### src/rtl/dbg_sba_axi_bridge_if.sv
// rtl/dbg_sba_axi_bridge_if.sv - AXI4 channel bundle between the SBA bridge (master) and one xbar slave port
interface dbg_sba_axi_bridge_if #(
  parameter int DATA_WIDTH     = 64,
  parameter int AXI_ADDR_WIDTH = 32,
  parameter int AXI_ID_WIDTH   = 4
);
  logic                      aw_valid;
  logic                      aw_ready;
  logic [AXI_ID_WIDTH-1:0]   aw_id;
  logic [AXI_ADDR_WIDTH-1:0] aw_addr;
  logic [7:0]                aw_len;
  logic [2:0]                aw_size;
  logic [1:0]                aw_burst;

  logic                      w_valid;
  logic                      w_ready;
  logic [DATA_WIDTH-1:0]     w_data;
  logic [DATA_WIDTH/8-1:0]   w_strb;
  logic                      w_last;

  logic                      b_valid;
  logic                      b_ready;
  logic [AXI_ID_WIDTH-1:0]   b_id;
  logic [1:0]                b_resp;

  logic                      ar_valid;
  logic                      ar_ready;
  logic [AXI_ID_WIDTH-1:0]   ar_id;
  logic [AXI_ADDR_WIDTH-1:0] ar_addr;
  logic [7:0]                ar_len;
  logic [2:0]                ar_size;
  logic [1:0]                ar_burst;

  logic                      r_valid;
  logic                      r_ready;
  logic [AXI_ID_WIDTH-1:0]   r_id;
  logic [DATA_WIDTH-1:0]     r_data;
  logic [1:0]                r_resp;
  logic                      r_last;

  modport master (
    output aw_valid, aw_id, aw_addr, aw_len, aw_size, aw_burst,
    input  aw_ready,
    output w_valid, w_data, w_strb, w_last,
    input  w_ready,
    input  b_valid, b_id, b_resp,
    output b_ready,
    output ar_valid, ar_id, ar_addr, ar_len, ar_size, ar_burst,
    input  ar_ready,
    input  r_valid, r_id, r_data, r_resp, r_last,
    output r_ready
  );

  modport slave (
    input  aw_valid, aw_id, aw_addr, aw_len, aw_size, aw_burst,
    output aw_ready,
    input  w_valid, w_data, w_strb, w_last,
    output w_ready,
    output b_valid, b_id, b_resp,
    input  b_ready,
    input  ar_valid, ar_id, ar_addr, ar_len, ar_size, ar_burst,
    output ar_ready,
    output r_valid, r_id, r_data, r_resp, r_last,
    input  r_ready
  );
endinterface

### src/rtl/dbg_sba_axi_bridge.sv
// rtl/dbg_sba_axi_bridge.sv - DM SBA req/gnt master port to single-beat AXI4 reads/writes
// Optional response timeout enabled by defining DBG_SBA_TIMEOUT_EN.
module dbg_sba_axi_bridge #(
  parameter int DATA_WIDTH     = 64,
  parameter int DM_ADDR_WIDTH  = 64,
  parameter int AXI_ADDR_WIDTH = 32,
  parameter int AXI_ID_WIDTH   = 4,
  parameter int TIMEOUT_CYCLES = 1024
) (
  input  logic                     clk_i,
  input  logic                     rst_ni,
  input  logic                     req_i,
  input  logic                     we_i,
  input  logic [DM_ADDR_WIDTH-1:0] addr_i,
  input  logic [DATA_WIDTH-1:0]    wdata_i,
  input  logic [DATA_WIDTH/8-1:0]  be_i,
  output logic                     gnt_o,
  output logic                     r_valid_o,
  output logic [DATA_WIDTH-1:0]    r_rdata_o,
  output logic                     r_err_o,
  output logic                     r_other_err_o,
  output logic                     busy_o,
  dbg_sba_axi_bridge_if.master     axi
);

  typedef enum logic [2:0] {
    S_IDLE, S_WR_REQ, S_RD_REQ, S_WR_RESP, S_RD_RESP, S_ERR, S_DONE
  } state_e;

  localparam logic [2:0] AXI_SIZE = (DATA_WIDTH == 64) ? 3'd3 : 3'd2;

  state_e                    r_state;
  state_e                    w_next;
  logic [AXI_ADDR_WIDTH-1:0] r_addr;
  logic [DATA_WIDTH-1:0]     r_wdata;
  logic [DATA_WIDTH/8-1:0]   r_be;
  logic [AXI_ID_WIDTH-1:0]   r_id;
  logic                      r_aw_sent;
  logic                      r_w_sent;
  logic [DATA_WIDTH-1:0]     r_rdata;
  logic                      r_err;
  logic                      r_other_err;

  logic w_grant;
  logic w_addr_oor;
  logic w_b_match;
  logic w_r_match;
  logic w_in_resp;
  logic w_timeout;

  generate
    if (DM_ADDR_WIDTH > AXI_ADDR_WIDTH) begin : g_range
      assign w_addr_oor = |addr_i[DM_ADDR_WIDTH-1:AXI_ADDR_WIDTH];
    end else begin : g_no_range
      assign w_addr_oor = 1'b0;
    end
  endgenerate

  assign w_grant   = req_i & (r_state == S_IDLE);
  assign w_b_match = axi.b_valid & (axi.b_id == r_id);
  assign w_r_match = axi.r_valid & (axi.r_id == r_id);
  assign w_in_resp = (r_state == S_WR_RESP) | (r_state == S_RD_RESP);

`ifdef DBG_SBA_TIMEOUT_EN
  localparam int TW = $clog2(TIMEOUT_CYCLES + 1);
  logic [TW-1:0] r_to_cnt;

  always_ff @(posedge clk_i or negedge rst_ni) begin
    if (!rst_ni) begin
      r_to_cnt <= '0;
    end else if (w_grant) begin
      r_to_cnt <= '0;
    end else if (w_in_resp) begin
      r_to_cnt <= r_to_cnt + TW'(1);
    end
  end

  assign w_timeout = w_in_resp & (r_to_cnt == TW'(TIMEOUT_CYCLES - 1));
`else
  assign w_timeout = 1'b0;
  wire w_unused_timeout = (TIMEOUT_CYCLES == 0);
`endif

  wire w_unused_axi = ^{axi.r_last, axi.r_resp[0], axi.b_resp[0]};

  always_ff @(posedge clk_i or negedge rst_ni) begin
    if (!rst_ni) begin
      r_state <= S_IDLE;
    end else begin
      r_state <= w_next;
    end
  end

  // A matching response in the same cycle as the timeout wins.
  always_comb begin
    w_next = r_state;
    case (r_state)
      S_IDLE: begin
        if (req_i) begin
          if (w_addr_oor)  w_next = S_ERR;
          else if (we_i)   w_next = S_WR_REQ;
          else             w_next = S_RD_REQ;
        end
      end
      S_WR_REQ: begin
        if ((r_aw_sent | axi.aw_ready) & (r_w_sent | axi.w_ready)) w_next = S_WR_RESP;
      end
      S_RD_REQ:  if (axi.ar_ready) w_next = S_RD_RESP;
      S_WR_RESP: if (w_b_match | w_timeout) w_next = S_DONE;
      S_RD_RESP: if (w_r_match | w_timeout) w_next = S_DONE;
      S_ERR:     w_next = S_DONE;
      S_DONE:    w_next = S_IDLE;
      default:   w_next = S_IDLE;
    endcase
  end

  always_ff @(posedge clk_i or negedge rst_ni) begin
    if (!rst_ni) begin
      r_addr      <= '0;
      r_wdata     <= '0;
      r_be        <= '0;
      r_id        <= '0;
      r_aw_sent   <= 1'b0;
      r_w_sent    <= 1'b0;
      r_rdata     <= '0;
      r_err       <= 1'b0;
      r_other_err <= 1'b0;
    end else begin
      if (w_grant) begin
        r_addr      <= addr_i[AXI_ADDR_WIDTH-1:0];
        r_wdata     <= wdata_i;
        r_be        <= be_i;
        r_id        <= r_id + AXI_ID_WIDTH'(1);
        r_aw_sent   <= 1'b0;
        r_w_sent    <= 1'b0;
        r_rdata     <= '0;
        r_err       <= 1'b0;
        r_other_err <= w_addr_oor;
      end
      if (r_state == S_WR_REQ) begin
        if (axi.aw_ready) r_aw_sent <= 1'b1;
        if (axi.w_ready)  r_w_sent  <= 1'b1;
      end
      if ((r_state == S_WR_RESP) && w_b_match) begin
        r_err <= axi.b_resp[1];
      end else if ((r_state == S_RD_RESP) && w_r_match) begin
        r_err   <= axi.r_resp[1];
        r_rdata <= axi.r_data;
      end else if (w_timeout) begin
        r_other_err <= 1'b1;
      end
    end
  end

  // Stale beats (id != current) are always accepted so they never block the bus.
  always_comb begin
    gnt_o         = w_grant;
    busy_o        = (r_state != S_IDLE);
    r_valid_o     = (r_state == S_DONE);
    r_rdata_o     = r_valid_o ? r_rdata : '0;
    r_err_o       = r_valid_o & r_err;
    r_other_err_o = r_valid_o & r_other_err;

    axi.aw_valid  = (r_state == S_WR_REQ) & ~r_aw_sent;
    axi.aw_id     = r_id;
    axi.aw_addr   = r_addr;
    axi.aw_len    = 8'd0;
    axi.aw_size   = axi.aw_valid ? AXI_SIZE : 3'd0;
    axi.aw_burst  = axi.aw_valid ? 2'b01 : 2'b00;

    axi.w_valid   = (r_state == S_WR_REQ) & ~r_w_sent;
    axi.w_data    = r_wdata;
    axi.w_strb    = r_be;
    axi.w_last    = axi.w_valid;

    axi.b_ready   = (r_state == S_WR_RESP) | (axi.b_valid & (axi.b_id != r_id));

    axi.ar_valid  = (r_state == S_RD_REQ);
    axi.ar_id     = r_id;
    axi.ar_addr   = r_addr;
    axi.ar_len    = 8'd0;
    axi.ar_size   = axi.ar_valid ? AXI_SIZE : 3'd0;
    axi.ar_burst  = axi.ar_valid ? 2'b01 : 2'b00;

    axi.r_ready   = (r_state == S_RD_RESP) | (axi.r_valid & (axi.r_id != r_id));
  end

endmodule
### src/flat_wrapper.sv
// flat-port wrapper written by rule: the top's interface ports become plain ports
module dbg_sba_axi_bridge_flat 
#(
  parameter int DATA_WIDTH     = 64,
  parameter int DM_ADDR_WIDTH  = 64,
  parameter int AXI_ADDR_WIDTH = 32,
  parameter int AXI_ID_WIDTH   = 4,
  parameter int TIMEOUT_CYCLES = 1024
)
  (clk_i, rst_ni, req_i, we_i, addr_i, wdata_i, be_i, gnt_o, r_valid_o, r_rdata_o, r_err_o, r_other_err_o, busy_o, axi_aw_valid, axi_aw_id, axi_aw_addr, axi_aw_len, axi_aw_size, axi_aw_burst, axi_aw_ready, axi_w_valid, axi_w_data, axi_w_strb, axi_w_last, axi_w_ready, axi_b_valid, axi_b_id, axi_b_resp, axi_b_ready, axi_ar_valid, axi_ar_id, axi_ar_addr, axi_ar_len, axi_ar_size, axi_ar_burst, axi_ar_ready, axi_r_valid, axi_r_id, axi_r_data, axi_r_resp, axi_r_last, axi_r_ready);
  dbg_sba_axi_bridge_if #(.DATA_WIDTH(DATA_WIDTH), .AXI_ADDR_WIDTH(AXI_ADDR_WIDTH), .AXI_ID_WIDTH(AXI_ID_WIDTH)) axi_i ();
  input  logic clk_i;
  input  logic rst_ni;
  input  logic req_i;
  input  logic we_i;
  input  logic [DM_ADDR_WIDTH-1:0] addr_i;
  input  logic [DATA_WIDTH-1:0] wdata_i;
  input  logic [DATA_WIDTH/8-1:0] be_i;
  output logic gnt_o;
  output logic r_valid_o;
  output logic [DATA_WIDTH-1:0] r_rdata_o;
  output logic r_err_o;
  output logic r_other_err_o;
  output logic busy_o;
  output wire logic [$bits(axi_i.aw_valid)-1:0] axi_aw_valid;
  output wire logic [$bits(axi_i.aw_id)-1:0] axi_aw_id;
  output wire logic [$bits(axi_i.aw_addr)-1:0] axi_aw_addr;
  output wire logic [$bits(axi_i.aw_len)-1:0] axi_aw_len;
  output wire logic [$bits(axi_i.aw_size)-1:0] axi_aw_size;
  output wire logic [$bits(axi_i.aw_burst)-1:0] axi_aw_burst;
  input wire logic [$bits(axi_i.aw_ready)-1:0] axi_aw_ready;
  output wire logic [$bits(axi_i.w_valid)-1:0] axi_w_valid;
  output wire logic [$bits(axi_i.w_data)-1:0] axi_w_data;
  output wire logic [$bits(axi_i.w_strb)-1:0] axi_w_strb;
  output wire logic [$bits(axi_i.w_last)-1:0] axi_w_last;
  input wire logic [$bits(axi_i.w_ready)-1:0] axi_w_ready;
  input wire logic [$bits(axi_i.b_valid)-1:0] axi_b_valid;
  input wire logic [$bits(axi_i.b_id)-1:0] axi_b_id;
  input wire logic [$bits(axi_i.b_resp)-1:0] axi_b_resp;
  output wire logic [$bits(axi_i.b_ready)-1:0] axi_b_ready;
  output wire logic [$bits(axi_i.ar_valid)-1:0] axi_ar_valid;
  output wire logic [$bits(axi_i.ar_id)-1:0] axi_ar_id;
  output wire logic [$bits(axi_i.ar_addr)-1:0] axi_ar_addr;
  output wire logic [$bits(axi_i.ar_len)-1:0] axi_ar_len;
  output wire logic [$bits(axi_i.ar_size)-1:0] axi_ar_size;
  output wire logic [$bits(axi_i.ar_burst)-1:0] axi_ar_burst;
  input wire logic [$bits(axi_i.ar_ready)-1:0] axi_ar_ready;
  input wire logic [$bits(axi_i.r_valid)-1:0] axi_r_valid;
  input wire logic [$bits(axi_i.r_id)-1:0] axi_r_id;
  input wire logic [$bits(axi_i.r_data)-1:0] axi_r_data;
  input wire logic [$bits(axi_i.r_resp)-1:0] axi_r_resp;
  input wire logic [$bits(axi_i.r_last)-1:0] axi_r_last;
  output wire logic [$bits(axi_i.r_ready)-1:0] axi_r_ready;
  assign axi_aw_valid = axi_i.aw_valid;
  assign axi_aw_id = axi_i.aw_id;
  assign axi_aw_addr = axi_i.aw_addr;
  assign axi_aw_len = axi_i.aw_len;
  assign axi_aw_size = axi_i.aw_size;
  assign axi_aw_burst = axi_i.aw_burst;
  assign axi_i.aw_ready = axi_aw_ready;
  assign axi_w_valid = axi_i.w_valid;
  assign axi_w_data = axi_i.w_data;
  assign axi_w_strb = axi_i.w_strb;
  assign axi_w_last = axi_i.w_last;
  assign axi_i.w_ready = axi_w_ready;
  assign axi_i.b_valid = axi_b_valid;
  assign axi_i.b_id = axi_b_id;
  assign axi_i.b_resp = axi_b_resp;
  assign axi_b_ready = axi_i.b_ready;
  assign axi_ar_valid = axi_i.ar_valid;
  assign axi_ar_id = axi_i.ar_id;
  assign axi_ar_addr = axi_i.ar_addr;
  assign axi_ar_len = axi_i.ar_len;
  assign axi_ar_size = axi_i.ar_size;
  assign axi_ar_burst = axi_i.ar_burst;
  assign axi_i.ar_ready = axi_ar_ready;
  assign axi_i.r_valid = axi_r_valid;
  assign axi_i.r_id = axi_r_id;
  assign axi_i.r_data = axi_r_data;
  assign axi_i.r_resp = axi_r_resp;
  assign axi_i.r_last = axi_r_last;
  assign axi_r_ready = axi_i.r_ready;
  dbg_sba_axi_bridge #(.DATA_WIDTH(DATA_WIDTH), .DM_ADDR_WIDTH(DM_ADDR_WIDTH), .AXI_ADDR_WIDTH(AXI_ADDR_WIDTH), .AXI_ID_WIDTH(AXI_ID_WIDTH), .TIMEOUT_CYCLES(TIMEOUT_CYCLES)) u_core (.clk_i(clk_i), .rst_ni(rst_ni), .req_i(req_i), .we_i(we_i), .addr_i(addr_i), .wdata_i(wdata_i), .be_i(be_i), .gnt_o(gnt_o), .r_valid_o(r_valid_o), .r_rdata_o(r_rdata_o), .r_err_o(r_err_o), .r_other_err_o(r_other_err_o), .busy_o(busy_o), .axi(axi_i));
endmodule
### config.mk
export PLATFORM = sky130hd
export DESIGN_NAME = dbg_sba_axi_bridge_flat
export DESIGN_NICKNAME = d
export VERILOG_FILES = /design/src/rtl/dbg_sba_axi_bridge_if.sv /design/src/rtl/dbg_sba_axi_bridge.sv /design/src/flat_wrapper.sv
export SDC_FILE = /design/constraint.sdc
export NUM_CORES = 1
export LEC_CHECK = 0
export BUFFER_PORTS_ARGS = -buffer_cell sky130_fd_sc_hd__buf_2
export CORE_AREA = 2 2 181 183
export DETAILED_ROUTE_END_ITERATION = 10
export DIE_AREA = 0 0 183 185
export PLACE_DENSITY_LB_ADDON = 0.08
export RECOVER_POWER = 25
export SLEW_MARGIN = 20
export SYNTH_ARGS = -nofsm -noshare
export SYNTH_HDL_FRONTEND = slang
export SYNTH_SLANG_ARGS = --single-unit
### constraint.sdc
create_clock -name clk_i -period 2.2 [get_ports clk_i]
set_input_delay 0.22 -clock clk_i [delete_from_list [all_inputs] [get_ports clk_i]]
set_output_delay 0.22 -clock clk_i [all_outputs]
set_load 0.02 [all_outputs]
==> flow_summary.json, run 1 <==
{
  "critical_path_class": "reg2out",
  "finalCriticalPeriod_ps": 2130,
  "hp-start": "be_i[4]",
  "timing.hold.ws_ps": 20.1,
  "cp_num_buf_inv": 4,
  "cts_inserted_buffers": 17,
  "crit_arrival_ps": 1910,
  "cpMostUsedCell": "buf_6",
  "r2r_cells": 8,
  "place.gp.congestion": 0.737,
  "synth.area.mux_share": 0,
  "synth_edf_count": 0,
  "cap_violations": 0,
  "synthFlopType": "dfrtp_1",
  "die_y_um": 185,
  "fp.dieArea_um2": 33900,
  "start_util": 0.253,
  "status": "finished, final reports clean",
  "hold_violations": 0,
  "holdPathStages": 3,
  "cts_tree": "yes",
  "cp_max_fo": 8,
  "grt_max_degree": 97,
  "max_slew_margin": 0.142,
  "synth_top_area_share": 0.552,
  "numClockSinks": 179,
  "worst_pin_slew_ps": 1290,
  "yosysMostFrequentCell": "nand2_1",
  "routed_wl_um": 29200,
  "via_count": 8006,
  "hold_end": "u_core.axi.w_strb[4]",
  "synth_warnings": 0,
  "final.setup_skew_ps": 15.5,
  "clock.fmax_mhz": 470,
  "drtIter0Drc": 353,
  "insertion_delay_ps": 430,
  "hold_path_class": "in2reg",
  "htreeDepth": 4,
  "antenna_found_initial": 2,
  "postPlaceCellArea_um2": 10500,
  "grt_pass1_wl_um": 44300,
  "start_kind": "register",
  "max_stage_delay_ps": 460,
  "die_x_um": 183,
  "ys_seq_elements": 179,
  "peakVddDrop_mv": 0.720,
  "nets": 1736,
  "numPortBuffers": 443,
  "ant_nets": 0,
  "ys_types": 38,
  "leakagePower_nw": 7.43,
  "netlist.top_cell.by_area": "dfrtp_1",
  "r2r_start": "u_core.r_state[0]",
  "finalSetupViolations": 0,
  "path_delay_family": "buffers and inverters",
  "synth_commonest_cells": "nand2_1 (450), dfrtp_1 (179), and2_1 (68), buf_4 (65), nand3_1 (65)",
  "required_ps": 1980,
  "avgSynthCellArea_um2": 8.60,
  "syn_inst": 944,
  "synth.top_cells.by_area": "dfrtp_1 (55%), nand2_1 (21%), buf_4 (6.0%)",
  "synthAdderAreaFrac": 0.00154,
  "cts_buffer_depth": 2,
  "first_global_vias": 8055,
  "vias_per_cell": 4.14,
  "wire_per_inst_um": 15.1,
  "synth-xor-area-share": 0.0119,
  "crit_slowest_cell": "dfrtp_2",
  "root_buffer": "clkbuf_16",
  "fin_util": 0.411,
  "drive_above_1_share": 0.360,
  "power_density_nw_per_um2": 1170,
  "synth_compound_area_frac": 0.0142,
  "fillCellCount": 3314,
  "synthesis.area_um2": 8120,
  "area_growth_pct": 62.4,
  "postLayoutCellArea_um2": 13200,
  "fp-row-count": 66,
  "dp_hpwl_um": 19900,
  "synth-async-reset-ratio": 1.00,
  "drcViolationCount": 0,
  "cp-startpoint": "u_core.r_state[0]",
  "drtPass1Iterations": 4,
  "end_kind": "output port",
  "grt_usage": 0.167,
  "drv_slew": 0,
  "timing.final.crit_share": 0.967,
  "clk_pin_slew_ps": 70,
  "core_area_um2": 32000,
  "ios": 467,
  "grt_setup_unrepaired": "yes",
  "synth_top_family_by_area": "simple AND/OR/NAND/NOR gates",
  "yosysSeqAreaShare": 0.552,
  "worst-r2r-setup-slack_ps": 370,
  "grt_overflow": 0,
  "synth-simple-area-share": 0.326,
  "r2r-end": "u_core.r_rdata[21]",
  "crit_chain": "buf_6 -> nor3b_4 -> buf_6 -> clkbuf_16 -> and2_4 -> buf_6"
}
cell families (layout without fill, tap and decap cells):
kind of cell	Yosys count	after routing
DFF	179	179
AOI/OAI and AO/OA	15	15
adders and majority gates	1	1
and+or+nand+nor	614	614
xor gates and xnor gates	11	11
buffers and inverters	123	686
other	1	21
metal layers:
| layer | vias to the layer above | global-route usage | share of wire |
|---|---|---|---|
| met3 | 14 | 0.0631 | 0.088 |
| met4 | 2 | 0.0371 | 0.0080 |
| li1 | 3998 | - | - |
| met2 | 273 | 0.275 | 0.47 |
| met1 | 3719 | 0.209 | 0.43 |
| met5 | - | 0 | 0.00044 |
area by class of cell:
type	count	area (um2)	share of cell area
clock inverter	14	186	0.0141
antenna	1	2.50	0.000190
multi-input combinational	661	3030	0.229
clock buffer	18	439	0.0333
timing repair buffer	648	4510	0.342
inverter	6	31.3	0.00237
tap	408	510	0.0387
sequential	179	4480	0.340
timing repair:
action / 4_1_cts / 5_1_grt
gates resized for setup: 7 / 76
hold endpoints to repair: 201 / 1
setup buffers: 3 / 6
setup endpoints to repair: 67 / 49
pin swaps: 1 / 18
hold buffers: 162 / 1
gates cloned: 1 / 3
flip-flops by register name (all words and copies together) (netlist names):
name and flops:
u_core.axi.w_strb 8, u_core.r_aw_sent 1, u_core.r_rdata 64, u_core.r_other_err 1, u_core.axi.ar_id 4, u_core.r_err 1, u_core.axi.ar_addr 32, u_core.r_w_sent 1
u_core.axi.w_data 64, u_core.r_state 3
metrics by stage:
step	TNS, ps	std cells	total power [mW]	setup WS (ps)
finish	0	1935	15.4	71.5
global route	-575	1934	16.6	-35.5
CTS	-40.8	1924	15.4	-40.8
detailed placement	0	1726	11.7	212
global placement	0	1726	11.6	228
floorplan	0	963	9.50	454
cell usage in the layout (no fill, tap or decap), drive strengths merged, types with 8 or more instances in the layout:
cell type,instances
inv,13
dfrtp,179
nand3,65
clkbuf,24
buf,479
nand2,450
xor2,8
dlygate4sd3,163
and2,68
nor4,12
conb,20
worst max path at each step:
stage,endpoint,cells past startpoint
detailed placement,u_core.axi.ar_id[3],6
finish,r_rdata_o[30],6
global route,r_rdata_o[13],6
global placement,u_core.axi.ar_id[3],6
CTS,gnt_o,5
floorplan,u_core.r_rdata[13],7
where the power goes:
| part | switching, mW | internal, mW |
|---|---|---|
| registers | 0.764 | 4.53 |
| logic | 4.32 | 2.48 |
| clock network | 1.47 | 1.86 |
worst reg2reg max path, stage by stage, from the launching register on:
cell and delay (ps):
dfrtp_2 460, buf_6 150, buf_4 120, nor3b_2 260, and3_2 250, buf_12 200, buf_12 190, nand2_1 60
nand2_1 70
Power figures use the tool's default switching activity.
==> run 2: changes to the inputs <==
Settings changed: SETUP_SLACK_MARGIN set to 0.15, TNS_END_PERCENT set to 50.
==> run 2 against run 1 <==
Against the previous run: first-iteration DRC count rose by 2.3%; final area fell by 0.43%; worst hold slack improved by 1.4 ps; total power barely moved; combinational power barely moved; critical path depth did not move; wire length fell by 0.18%; sequential power barely moved; sequential cell count did not move; non-clock buffer count fell by 2; largest power group unchanged; highest routed layer unchanged.
==> flow_summary.json, run 2 (synthesis results as in run 1) <==
{
  "setup_tns_ps": 0,
  "numClockSinks": 179,
  "required_ps": 1980,
  "fp.dieArea_um2": 33900,
  "start_util": 0.253,
  "clk_pin_slew_ps": 70,
  "vias_per_cell": 4.14,
  "routed_wl_um": 29200,
  "timing.final.crit_share": 0.936,
  "crit_end": "r_rdata_o[14]",
  "clock.fmax_mhz": 486,
  "r2r_start": "u_core.r_state[1]",
  "fillCellCount": 3327,
  "hold_violations": 0,
  "worst_pin_slew_ps": 1290,
  "cp_max_fo": 8,
  "htreeDepth": 4,
  "root_buffer": "clkbuf_16",
  "die_x_um": 183,
  "drtIter0Drc": 361,
  "wire_per_inst_um": 15.1,
  "cp-startpoint": "u_core.r_state[0]",
  "power_density_nw_per_um2": 1170,
  "fp-row-count": 66,
  "r2r-end": "u_core.r_aw_sent",
  "final.setup_skew_ps": 16.9,
  "dp_hpwl_um": 19900,
  "grt_usage": 0.170,
  "postPlaceCellArea_um2": 10500,
  "grt_pass1_wl_um": 44800,
  "peakVddDrop_mv": 0.720,
  "layout_commonest_cell": "nand2_1",
  "crit_arrival_ps": 1840,
  "drv_slew": 0,
  "insertion_delay_ps": 430,
  "area_growth_pct": 61.7,
  "dp_slack_ps": 212,
  "antenna_found_initial": 2,
  "finalCriticalPeriod_ps": 2060,
  "numPortBuffers": 443,
  "status": "finished, final reports clean",
  "max_slew_margin": 0.139,
  "start_kind": "register",
  "grt_setup_unrepaired": "yes",
  "cts_inserted_buffers": 17,
  "drive_above_1_share": 0.356,
  "ios": 467,
  "first_global_vias": 8115,
  "ant_nets": 0,
  "grt_max_degree": 97,
  "critical_path_class": "reg2out",
  "hp-start": "be_i[4]",
  "die_y_um": 185,
  "cts_tree": "yes",
  "drcViolationCount": 0,
  "grt_overflow": 0,
  "via_count": 7995,
  "end_kind": "output port",
  "postLayoutCellArea_um2": 13100,
  "r2r_cells": 7,
  "cap_violations": 0,
  "finalSetupViolations": 0,
  "nets": 1734,
  "cts_buffer_depth": 2,
  "drtPass1Iterations": 4,
  "layout_common_cells": "nand2_1 (449), buf_2 (409), dfrtp_1 (176), dlygate4sd3_1 (163), nand3_1 (64)",
  "worst-r2r-setup-slack_ps": 240,
  "leakagePower_nw": 7.40,
  "place.gp.congestion": 0.737,
  "core_area_um2": 32000,
  "hold_path_class": "in2reg",
  "worst_slack_ps": 141
}
[run 2: cell count changes in the layout (fill, tap and decap cells not counted), sizes merged]
| cell | change |
|---|---|
| buf | -2 |
[run 2: where the power goes]
| group | switching [mW] | internal, mW |
|---|---|---|
| registers | 0.744 | 4.53 |
| logic | 4.34 | 2.48 |
| clock network | 1.47 | 1.86 |
| total | 6.55 | 8.87 |
[run 2: metrics by stage]
stage | util | hold slack [ps] | cells | total power, mW
after floorplan | - | -75.6 | 963 | 9.50
after global placement | 0.329 | 209 | 1726 | 11.6
after global routing | 0.410 | 3.35 | 1932 | 16.6
after CTS | 0.405 | 0.852 | 1927 | 15.6
after detailed placement | 0.329 | 211 | 1726 | 11.7
final | 0.410 | 21.5 | 1933 | 15.4
[run 2: metal layers]
metal / GRT usage / vias up / part of all wire
met5: 0 / - / 0.00045
met2: 0.281 / 272 / 0.48
li1: - / 3997 / -
met3: 0.0637 / 14 / 0.087
met1: 0.211 / 3710 / 0.43
met4: 0.0371 / 2 / 0.0080
[run 2: final cells by class]
cell class | instances | area, um2 | share of cell area
inverter | 6 | 38.8 | 0.00295
clock inverter | 14 | 186 | 0.0142
timing repair buffer | 646 | 4440 | 0.338
multi-input combinational | 661 | 3020 | 0.230
sequential | 179 | 4480 | 0.341
antenna | 1 | 2.50 | 0.000191
clock buffer | 18 | 439 | 0.0335
tap | 408 | 510 | 0.0389
[run 2: worst max-delay path: stages (launching register included)]
cell	delay [ps]
dfrtp_2	410
buf_6	130
nor3b_4	250
buf_6	190
clkbuf_16	170
and2_4	140
buf_6	110
[run 2: how the worst min path moves through the flow]
stage                                  to  depth (start not counted)  slack [ps]
floorplan           u_core.axi.ar_addr[0]                          0         -80
global placement        u_core.r_rdata[1]                          1         210
detailed placement      u_core.r_rdata[1]                          1         210
CTS                      u_core.r_aw_sent                          2         0.9
global route        u_core.axi.w_data[28]                          3           3
finish               u_core.axi.w_strb[4]                          3          20
[run 2: what timing repair did]
item,in CTS,in global routing
hold buffers,162,1
hold endpoints to repair,201,1
resized for setup,32,40
endpoints found under the setup margin,80,79
pin swaps,2,10
cloned,2,1
setup buffers,5,3
==> run 3: changes to the inputs <==
Settings changed: SETUP_SLACK_MARGIN 0.15 to 0.05.
==> run 3 against run 2 <==
Against the previous run: sequential power about the same; clock skew about the same; worst hold slack about the same; worst setup slack worse by 66 ps; cell count about the same; non-clock buffer count down 1; maximum frequency down 3.1%; sequential cell count unchanged; largest cell class is now buffers; highest routed layer unchanged.
==> flow_summary.json, run 3 (synthesis results as in run 1) <==
{
  "grt_overflow": 0,
  "finalSetupViolations": 0,
  "drtPass1Iterations": 4,
  "end_kind": "output port",
  "worst-r2r-setup-slack_ps": 360,
  "r2r_start": "u_core.r_state[0]",
  "drcViolationCount": 0,
  "dp_hpwl_um": 19900,
  "die_x_um": 183,
  "antenna_found_initial": 2,
  "clk_pin_slew_ps": 70,
  "max_stage_delay_ps": 440,
  "crit_slowest_cell": "dfrtp_2",
  "layout_common_cells": "nand2_1 (449), buf_2 (395), dfrtp_1 (176), dlygate4sd3_1 (163), nand3_1 (64)",
  "drv_slew": 0,
  "grt_pass1_wl_um": 44300,
  "cap_violations": 0,
  "first_global_vias": 8028,
  "hold_path_class": "in2reg",
  "final.setup_skew_ps": 17.3,
  "fin_cells": 1932,
  "routed_wl_um": 29400,
  "vias_per_cell": 4.14,
  "place.gp.congestion": 0.737,
  "hold_violations": 0,
  "numPortBuffers": 443,
  "drive_above_1_share": 0.364,
  "cp_max_fo": 8,
  "area_growth_pct": 63.4,
  "cpMostUsedCell": "buf_6",
  "start_kind": "register",
  "cp-startpoint": "u_core.r_state[0]",
  "via_count": 8002,
  "holdPathStages": 3,
  "postLayoutCellArea_um2": 13300,
  "fp.dieArea_um2": 33900,
  "clock.fmax_mhz": 471,
  "required_ps": 1980,
  "crit_end": "r_rdata_o[18]",
  "leakagePower_nw": 7.43,
  "ios": 467,
  "core_area_um2": 32000,
  "status": "finished, final reports clean",
  "multi_input_area_um2": 3050,
  "finalCriticalPeriod_ps": 2130,
  "grt_max_degree": 97,
  "fp-row-count": 66,
  "r2r-end": "u_core.r_w_sent",
  "peakVddDrop_mv": 0.720,
  "power_density_nw_per_um2": 1170,
  "cts_inserted_buffers": 17,
  "post-place-cells": 1726,
  "hp-start": "be_i[4]",
  "fillCellCount": 3300,
  "timing.final.crit_share": 0.966,
  "nets": 1733,
  "max_slew_margin": 0.132,
  "r2r_cells": 6,
  "register_area_um2": 4480,
  "root_buffer": "clkbuf_16",
  "die_y_um": 185,
  "critical_path_class": "reg2out",
  "worst_pin_slew_ps": 1300,
  "ant_nets": 0,
  "drtIter0Drc": 375,
  "crit_chain": "buf_6 -> nor3b_4 -> buf_6 -> clkbuf_16 -> and2_1 -> buf_6",
  "start_util": 0.253,
  "layout_commonest_cell": "nand2_1",
  "cts_tree": "yes",
  "grt_setup_unrepaired": "yes",
  "crit_arrival_ps": 1910,
  "wire_per_inst_um": 15.2,
  "postPlaceCellArea_um2": 10500,
  "numClockSinks": 179,
  "cts_buffer_depth": 2,
  "htreeDepth": 4,
  "insertion_delay_ps": 430,
  "grt_usage": 0.168
}
run 3: cell count changes in the layout (fill, tap and decap cells not counted), sizes merged:
| cell | change |
|---|---|
| buf | -2 |
| clkbuf | +1 |
run 3: how the worst min path moves through the flow:
stage	to	slack (ps)
after floorplan	u_core.axi.ar_addr[0]	-80
after detailed placement	u_core.r_rdata[1]	210
final	u_core.axi.w_strb[4]	20
after global routing	u_core.axi.w_data[28]	3
after CTS	u_core.r_aw_sent	0.8
after global placement	u_core.r_rdata[1]	210
run 3: through the flow:
stage                     setup WS [ps]   util  setup TNS, ps  total power [mW]  hold slack (ps)
final                              74.9  0.414              0              15.5             21.2
after CTS                         -3.00  0.407          -7.14              15.5            0.850
after detailed placement            212  0.329              0              11.7              211
after global routing              -20.3  0.414           -172              16.6             3.35
after floorplan                     454      -              0              9.50            -75.6
after global placement              228  0.329              0              11.6              209
run 3: routing by layer:
| metal | GRT usage | wire length (um) |
|---|---|---|
| met2 | 0.275 | 14100 |
| met4 | 0.0371 | 234 |
| met1 | 0.210 | 12400 |
| met5 | 0 | 13 |
| met3 | 0.0637 | 2710 |
run 3: layout make-up:
cell class | instances | area share
Clock inverter | 14 | 0.0141
Antenna cell | 1 | 0.000189
Clock buffer | 18 | 0.0331
Tap cell | 408 | 0.0385
Inverter | 6 | 0.00293
Timing Repair Buffer | 645 | 0.343
Sequential cell | 179 | 0.338
Multi-Input combinational cell | 661 | 0.230
run 3: worst max-delay path, delay by kind of cell, from the launching register on:
family / cells / cell delay, ps
buffers and inverters: 4 / 620
flip-flops: 1 / 440
AND/OR/NAND/NOR: 2 / 400
run 3: repair_timing:
item / in CTS / in global routing
hold buffers: 162 / 1
hold endpoints to repair: 201 / 1
cloned: 1 / 3
setup endpoints to repair: 68 / 80
pin swaps: 2 / 11
resized for setup: 61 / 60
buffers inserted: 3 / 3
run 3: where the power goes:
group / total (mW) / switching (mW) / leakage (nW) / internal, mW
Sequential: 5.29 / 0.759 / 2.32 / 4.53
Clock: 3.33 / 1.47 / 0.307 / 1.86
Combinational: 6.83 / 4.35 / 4.79 / 2.48
